[config.mk]
export PLATFORM = sky130hd
export DESIGN_NAME = fetch_seq_flat
export DESIGN_NICKNAME = d
export VERILOG_FILES = /design/src/rtl/fetch_seq_if.sv /design/src/rtl/fetch_seq.sv /design/src/flat_wrapper.sv
export SDC_FILE = /design/constraint.sdc
export NUM_CORES = 1
export LEC_CHECK = 0
export CAP_MARGIN = 20
export CORE_MARGIN = 2
export CORE_UTILIZATION = 46
export DETAILED_ROUTE_END_ITERATION = 16
export PLACE_DENSITY = 0.88
export SETUP_SLACK_MARGIN = 0.05
export SLEW_MARGIN = 20
export SYNTH_ARGS = -nofsm -noshare
export SYNTH_HDL_FRONTEND = slang
export SYNTH_SLANG_ARGS = --single-unit
[constraint.sdc]
create_clock -name clk -period 4.6 [get_ports clk]
set_input_delay 0.92 -clock clk [delete_from_list [all_inputs] [get_ports clk]]
set_output_delay 0.92 -clock clk [all_outputs]
set_load 0.05 [all_outputs]
[src/rtl/fetch_seq_if.sv]
`default_nettype none
// ============================================================================
// Module   : fetch_seq_if
// Brief    : PC, instruction-memory and decoded-output bundle for fetch_seq.
// Revision : 1.0 - initial release
// ============================================================================
interface fetch_seq_if;
    logic [63:0] PC_new;
    logic        pc_valid;
    logic        pc_ready;

    logic        imem_req;
    logic [63:0] imem_addr;
    logic [7:0]  imem_rdata;
    logic        imem_ack;
    logic        imem_err;

    logic [3:0]  icode;
    logic [3:0]  ifun;
    logic [3:0]  rA;
    logic [3:0]  rB;
    logic [63:0] valC;
    logic [63:0] valP;
    logic        out_valid;
    logic        instr_invalid;
    logic        mem_error;
    logic        out_ready;

    modport slave (
        input  PC_new, pc_valid, imem_rdata, imem_ack, imem_err, out_ready,
        output pc_ready, imem_req, imem_addr, icode, ifun, rA, rB, valC, valP,
               out_valid, instr_invalid, mem_error
    );

    modport master (
        output PC_new, pc_valid, imem_rdata, imem_ack, imem_err, out_ready,
        input  pc_ready, imem_req, imem_addr, icode, ifun, rA, rB, valC, valP,
               out_valid, instr_invalid, mem_error
    );
endinterface

`default_nettype wire

[src/rtl/fetch_seq.sv]
`default_nettype none
// ============================================================================
// Module   : fetch_seq
// Brief    : Byte-serial Y86-64 instruction fetch and field decode.
// Revision : 1.0 - initial release
// ============================================================================
module fetch_seq #(
    parameter int WAIT_LIMIT = 16
) (
    input  wire logic  clk,
    input  wire logic  rst_n,
    fetch_seq_if.slave bus
);
    localparam int c_WAIT_W = $clog2(WAIT_LIMIT + 1);

    typedef enum logic [1:0] {
        IDLE  = 2'd0,
        FETCH = 2'd1,
        DONE  = 2'd2
    } state_t;

    state_t              r_state;
    state_t              w_next;
    logic [63:0]         r_pc;
    logic [3:0]          r_cnt;
    logic [c_WAIT_W-1:0] r_wait;
    logic [3:0]          r_icode;
    logic [3:0]          r_ifun;
    logic [3:0]          r_ra;
    logic [3:0]          r_rb;
    logic [63:0]         r_valc;
    logic [63:0]         r_valp;
    logic                r_inv;
    logic                r_merr;

    logic [3:0]          w_op;
    logic [3:0]          w_len;
    logic                w_bad;
    logic                w_last;
    logic                w_timeout;
    logic                w_hasreg;
    logic                w_cgrab;
    logic [2:0]          w_cidx;

    // Byte 0 decodes the length straight from the incoming data.
    assign w_op = (r_cnt == 4'd0) ? bus.imem_rdata[7:4] : r_icode;

    always_comb begin
        case (w_op)
            4'h0, 4'h1, 4'h9:       w_len = 4'd1;
            4'h2, 4'h6, 4'hA, 4'hB: w_len = 4'd2;
            4'h7, 4'h8:             w_len = 4'd9;
            4'h3, 4'h4, 4'h5:       w_len = 4'd10;
            default:                w_len = 4'd0;
        endcase
    end

    assign w_bad     = (w_len == 4'd0);
    assign w_last    = (r_cnt == w_len - 4'd1);
    assign w_timeout = !bus.imem_ack && (r_wait == c_WAIT_W'(WAIT_LIMIT - 1));
    assign w_hasreg  = (r_cnt == 4'd1) && ((w_len == 4'd2) || (w_len == 4'd10));

    always_comb begin
        w_cgrab = 1'b0;
        w_cidx  = 3'd0;
        if (r_icode == 4'h3 || r_icode == 4'h4 || r_icode == 4'h5) begin
            w_cgrab = (r_cnt >= 4'd2);
            w_cidx  = 3'(r_cnt - 4'd2);
        end else if (r_icode == 4'h7 || r_icode == 4'h8) begin
            w_cgrab = (r_cnt >= 4'd1);
            w_cidx  = 3'(r_cnt - 4'd1);
        end
    end

    always_comb begin
        w_next = r_state;
        case (r_state)
            IDLE:    if (bus.pc_valid) w_next = FETCH;
            FETCH: begin
                if (bus.imem_ack) begin
                    if (bus.imem_err || w_bad || w_last) w_next = DONE;
                end else if (w_timeout) begin
                    w_next = DONE;
                end
            end
            DONE:    if (bus.out_ready) w_next = IDLE;
            default: w_next = IDLE;
        endcase
    end

    always_ff @(posedge clk or negedge rst_n) begin
        if (!rst_n) r_state <= IDLE;
        else        r_state <= w_next;
    end

    always_ff @(posedge clk or negedge rst_n) begin
        if (!rst_n) begin
            r_pc    <= 64'd0;
            r_cnt   <= 4'd0;
            r_wait  <= '0;
            r_icode <= 4'h0;
            r_ifun  <= 4'h0;
            r_ra    <= 4'hF;
            r_rb    <= 4'hF;
            r_valc  <= 64'd0;
            r_valp  <= 64'd0;
            r_inv   <= 1'b0;
            r_merr  <= 1'b0;
        end else begin
            case (r_state)
                IDLE: begin
                    if (bus.pc_valid) begin
                        r_pc    <= bus.PC_new;
                        r_cnt   <= 4'd0;
                        r_wait  <= '0;
                        r_icode <= 4'h0;
                        r_ifun  <= 4'h0;
                        r_ra    <= 4'hF;
                        r_rb    <= 4'hF;
                        r_valc  <= 64'd0;
                        r_valp  <= 64'd0;
                        r_inv   <= 1'b0;
                        r_merr  <= 1'b0;
                    end
                end
                FETCH: begin
                    if (bus.imem_ack) begin
                        r_wait <= '0;
                        if (bus.imem_err) begin
                            // Faulting byte is not captured; fields stay as fetched so far.
                            r_merr <= 1'b1;
                            r_valp <= r_pc;
                        end else begin
                            r_cnt <= r_cnt + 4'd1;
                            if (r_cnt == 4'd0) begin
                                r_icode <= bus.imem_rdata[7:4];
                                r_ifun  <= bus.imem_rdata[3:0];
                            end
                            if (w_hasreg) begin
                                r_ra <= bus.imem_rdata[7:4];
                                r_rb <= bus.imem_rdata[3:0];
                            end
                            if (w_cgrab) r_valc[{w_cidx, 3'b000} +: 8] <= bus.imem_rdata;
                            if (w_bad) begin
                                r_inv  <= 1'b1;
                                r_valp <= r_pc + 64'd1;
                            end else if (w_last) begin
                                r_valp <= r_pc + 64'(w_len);
                            end
                        end
                    end else if (w_timeout) begin
                        r_merr <= 1'b1;
                        r_valp <= r_pc;
                    end else begin
                        r_wait <= r_wait + c_WAIT_W'(1);
                    end
                end
                default: ;
            endcase
        end
    end

    assign bus.pc_ready      = (r_state == IDLE);
    assign bus.imem_req      = (r_state == FETCH);
    assign bus.out_valid     = (r_state == DONE);
    assign bus.imem_addr     = (r_state == FETCH) ? (r_pc + {60'd0, r_cnt}) : 64'd0;
    assign bus.icode         = r_icode;
    assign bus.ifun          = r_ifun;
    assign bus.rA            = r_ra;
    assign bus.rB            = r_rb;
    assign bus.valC          = r_valc;
    assign bus.valP          = r_valp;
    assign bus.instr_invalid = r_inv;
    assign bus.mem_error     = r_merr;
endmodule

`default_nettype wire

[src/flat_wrapper.sv]
// flat-port wrapper written by rule: the top's interface ports become plain ports
module fetch_seq_flat 
#(
    parameter int WAIT_LIMIT = 16
)
  (clk, rst_n, bus_PC_new, bus_pc_valid, bus_imem_rdata, bus_imem_ack, bus_imem_err, bus_out_ready, bus_pc_ready, bus_imem_req, bus_imem_addr, bus_icode, bus_ifun, bus_rA, bus_rB, bus_valC, bus_valP, bus_out_valid, bus_instr_invalid, bus_mem_error);
  fetch_seq_if bus_i ();
  input  wire logic clk;
  input  wire logic rst_n;
  input wire logic [$bits(bus_i.PC_new)-1:0] bus_PC_new;
  input wire logic [$bits(bus_i.pc_valid)-1:0] bus_pc_valid;
  input wire logic [$bits(bus_i.imem_rdata)-1:0] bus_imem_rdata;
  input wire logic [$bits(bus_i.imem_ack)-1:0] bus_imem_ack;
  input wire logic [$bits(bus_i.imem_err)-1:0] bus_imem_err;
  input wire logic [$bits(bus_i.out_ready)-1:0] bus_out_ready;
  output wire logic [$bits(bus_i.pc_ready)-1:0] bus_pc_ready;
  output wire logic [$bits(bus_i.imem_req)-1:0] bus_imem_req;
  output wire logic [$bits(bus_i.imem_addr)-1:0] bus_imem_addr;
  output wire logic [$bits(bus_i.icode)-1:0] bus_icode;
  output wire logic [$bits(bus_i.ifun)-1:0] bus_ifun;
  output wire logic [$bits(bus_i.rA)-1:0] bus_rA;
  output wire logic [$bits(bus_i.rB)-1:0] bus_rB;
  output wire logic [$bits(bus_i.valC)-1:0] bus_valC;
  output wire logic [$bits(bus_i.valP)-1:0] bus_valP;
  output wire logic [$bits(bus_i.out_valid)-1:0] bus_out_valid;
  output wire logic [$bits(bus_i.instr_invalid)-1:0] bus_instr_invalid;
  output wire logic [$bits(bus_i.mem_error)-1:0] bus_mem_error;
  assign bus_i.PC_new = bus_PC_new;
  assign bus_i.pc_valid = bus_pc_valid;
  assign bus_i.imem_rdata = bus_imem_rdata;
  assign bus_i.imem_ack = bus_imem_ack;
  assign bus_i.imem_err = bus_imem_err;
  assign bus_i.out_ready = bus_out_ready;
  assign bus_pc_ready = bus_i.pc_ready;
  assign bus_imem_req = bus_i.imem_req;
  assign bus_imem_addr = bus_i.imem_addr;
  assign bus_icode = bus_i.icode;
  assign bus_ifun = bus_i.ifun;
  assign bus_rA = bus_i.rA;
  assign bus_rB = bus_i.rB;
  assign bus_valC = bus_i.valC;
  assign bus_valP = bus_i.valP;
  assign bus_out_valid = bus_i.out_valid;
  assign bus_instr_invalid = bus_i.instr_invalid;
  assign bus_mem_error = bus_i.mem_error;
  fetch_seq #(.WAIT_LIMIT(WAIT_LIMIT)) u_core (.clk(clk), .rst_n(rst_n), .bus(bus_i));
endmodule
==> impl_metrics.yaml <==
timing:
  worst_slew_margin_rel_pct: 36.56
  worst_slew_pin_slew_ns: 0.9516
  fin_crit_sh_pct: 97.20
  setup_slack_ns: 0.1287
  min_period_ns: 4.471
  hold_viol: 0
  setup_viol: 0
  grt_setup_unrepaired: "no"
  skew_ns: 0.01245
  slew_viol_final: 0
  holdWs_ns: 0.4913
  fin_tns_setup_ns: 0
  max_freq_mhz: 223.6
worst_setup_path:
  worst-setup-path-type: "reg -> out"
  slowest_stage: "or3_1"
  cp_max_fo: 11
  cp.required_ns: 3.68
  slowest_delay_ns: 0.46
  worst_setup_path_start_kind: "register"
  worstPathArrival_ns: 3.55
  endpoint_kind: "output port"
  crit_chain: "buf_4 -> ha_1 -> fa_1 -> a21o_1 -> a21o_1 -> nand4b_1 -> or3_1 -> a21oi_1 -> buf_4"
power:
  max-vdd-ir-drop_uv: 610.1
  p_leak_nw: 7.190
  power_density_nw_per_um2: 772.7
  power.total_mw: 13.26
global_routing:
  grt_usage_pct: 28.35
  grt-ovfl-total: 0
  antenna_found_initial: 0
  first_global_vias: 11660
  grt_max_degree: 120
  grt_pass1_wl_um: 64560
placement:
  dp_cells: 1869
  dp_hpwl_um: 30220
  place_ws_ns: -0.5877
  postPlaceCellArea_sq_um: 16170
  gp_congestion: 0.9559
  portBuffers: 290
flow_run:
  cap_violations: 0
floorplan:
  num_rows: 60
  start_util_pct: 46.75
  io_pins: 291
  die_area_sq_um: 28730
  die_x_um: 169.5
  die_height_um: 169.5
  core_area_sq_um: 26950
synth:
  avgSynthCellArea_sq_um: 10.05
  yosys_warnings: 0
  synth_top_cell_by_area: "dfrtp_1"
  synth_edf_count: 0
  netlist_area_sq_um: 12600
  synth_cells: 1254
  ys_types: 67
  yosysSeqAreaShare_pct: 43.97
  syn_nets: 1353
  async_flop_share_pct: 100.0
  synthFlopType: "dfrtp_1"
  yosys.cell_count.top_type: "dfrtp_1"
  synth_top_area_share_pct: 42.30
  ys_ff_latch: 221
  synth_area_leaders: "dfrtp_1 42%, mux2_2 6.8%, mux2_4 5.4%"
  synth_common_cells: "213 x dfrtp_1, 143 x nor2_1, 76 x mux2_2"
routing:
  drtIter0Drc: 1326
  drt_wl_total_um: 41150
  wl_per_cell_um: 21.50
  dr.pass1.iters: 6
  post_drt_via_cell_ratio: 6.042
  ant_nets: 0
  drc: 0
  vias: 11570
final_layout:
  ff_latch_area_sq_um: 5540
  final_layout_size_suffix_gt1_share_pct: 19.01
  multi_input_area_sq_um: 6625
  fin_util_pct: 63.66
  fill_cells: 2094
  finalNonFillerCells: 1914
  fin_area_sq_um: 17160
  area_delta_synth_final_pct: 36.15
  nets: 1657
  antenna_cells: 0
cts:
  root_buffer: "clkbuf_16"
  clock_path_buffers: 3
  numCtsBuffers: 24
  worstSkewPairLatency_ns: 0.52
  hold_buffers: 0
  cts_max_level: 1
  cts_tree: "done"
  clk_pin_slew_ns: 0.06
  cts.sinks: 221
hold_path:
  hp-class: "reg -> reg"
outcome:
  outcome: "complete, no violations"
-- cell families (layout without fill, tap and decap cells) --
kind of cell	count (synthesis)	in the layout	synth area share, %
adder cells (fa/ha/maj)	21	21	2.204
AND/OR/NAND/NOR	449	449	18.05
flip-flops	221	221	43.97
AO/OA/AOI/OAI	222	222	12.02
XOR/XNOR	95	95	6.603
buffers and inverters	118	437	4.439
multiplexers	128	128	12.71
-- worst max-delay path, delay by kind of cell (launching register included) --
family	cells	cell delay, ns
AO/OA/AOI/OAI	3	0.89
AND/OR/NAND/NOR	2	0.86
buffers and inverters	2	0.47
adder cells (fa/ha/maj)	2	0.44
flip-flops	1	0.36
-- flip-flops by register name (all words and copies together) (netlist names), 2 cells and up --
register          count
u_core.bus.valC      64
u_core.bus.valP      64
u_core.r_pc          64
u_core.r_wait         5
u_core.bus.icode      4
u_core.bus.ifun       4
u_core.bus.rA         4
u_core.bus.rB         4
u_core.r_cnt          4
u_core.r_state        2
-- routing by layer --
layer	part of all wire, %	vias to the layer above	track usage, %
li1	-	5132	-
met1	41	5697	37.98
met2	47	614	46.37
met3	7.2	120	3.475
met4	4.4	2	12.67
met5	0.012	-	0
-- cell usage in the layout, fill, tap and decap left out, types with 6 or more instances in the layout --
cell type	instances
clkbuf_8	7
and3_1	10
nor3_1	32
dfstp_2	8
or3_1	35
buf_12	15
o21ai_1	9
nor2_1	143
xor2_1	50
clkbuf_2	7
o22ai_1	11
mux2_2	76
inv_1	30
a32o_1	9
nor4_1	13
buf_4	79
dfrtp_1	213
dlymetal6s2s_1	12
mux2_4	45
and2_1	6
ha_1	18
xnor2_1	45
o2bb2ai_1	49
dlygate4sd2_1	8
a22o_1	11
nand4_1	52
clkdlybuf4s50_1	240
mux2i_1	7
and4_1	8
o21ai_0	43
clkbuf_16	25
or4_1	8
nand3_1	35
o31ai_1	7
nor2b_1	6
a21oi_1	51
nand2_1	69
-- area by class of cell --
class,instances,area share [%]
clock buffer,35,4.215
tap,341,2.487
sequential,221,32.29
inverter,32,0.7001
timing repair buffer,364,20.91
clock inverter,6,0.7803
multi-input combinational,915,38.62
-- path summary, 6_finish.rpt --
kind | startpoint | end | slack (ns) | depth (start not counted)
max reg2reg | u_core.r_cnt[1]$_DFFE_PN0P_ | u_core.bus.valP[54]$_DFFE_PN0P_ | 0.26 | 17
min | u_core.bus.valC[17]$_DFFE_PN0P_ | u_core.bus.valC[17]$_DFFE_PN0P_ | 0.49 | 1
min reg2reg | u_core.bus.valC[17]$_DFFE_PN0P_ | u_core.bus.valC[17]$_DFFE_PN0P_ | 0.49 | 1
min in group asynchronous | rst_n | u_core.bus.mem_error$_DFFE_PN0P_ | 0.54 | 1
max | u_core.r_cnt[0]$_DFFE_PN0P_ | bus_imem_addr[56] | 0.13 | 9
max in group asynchronous | rst_n | u_core.r_pc[31]$_DFFE_PN0P_ | 3.06 | 2
-- what timing repair did --
item                                   CTS  global route
endpoints found under the hold margin    0             0
resized for setup                       20            49
gates cloned                             0             0
setup buffers                            0             4
pin swaps                                0             7
setup endpoints to repair               30            72
-- power by group --
part / leakage, nW / internal, mW / switching, mW
logic: 3.90 / 2.92 / 4.62
registers: 2.87 / 2.63 / 0.999
clock network: 0.421 / 1.31 / 0.787
Note: power is estimated with default switching activity, not from simulation.
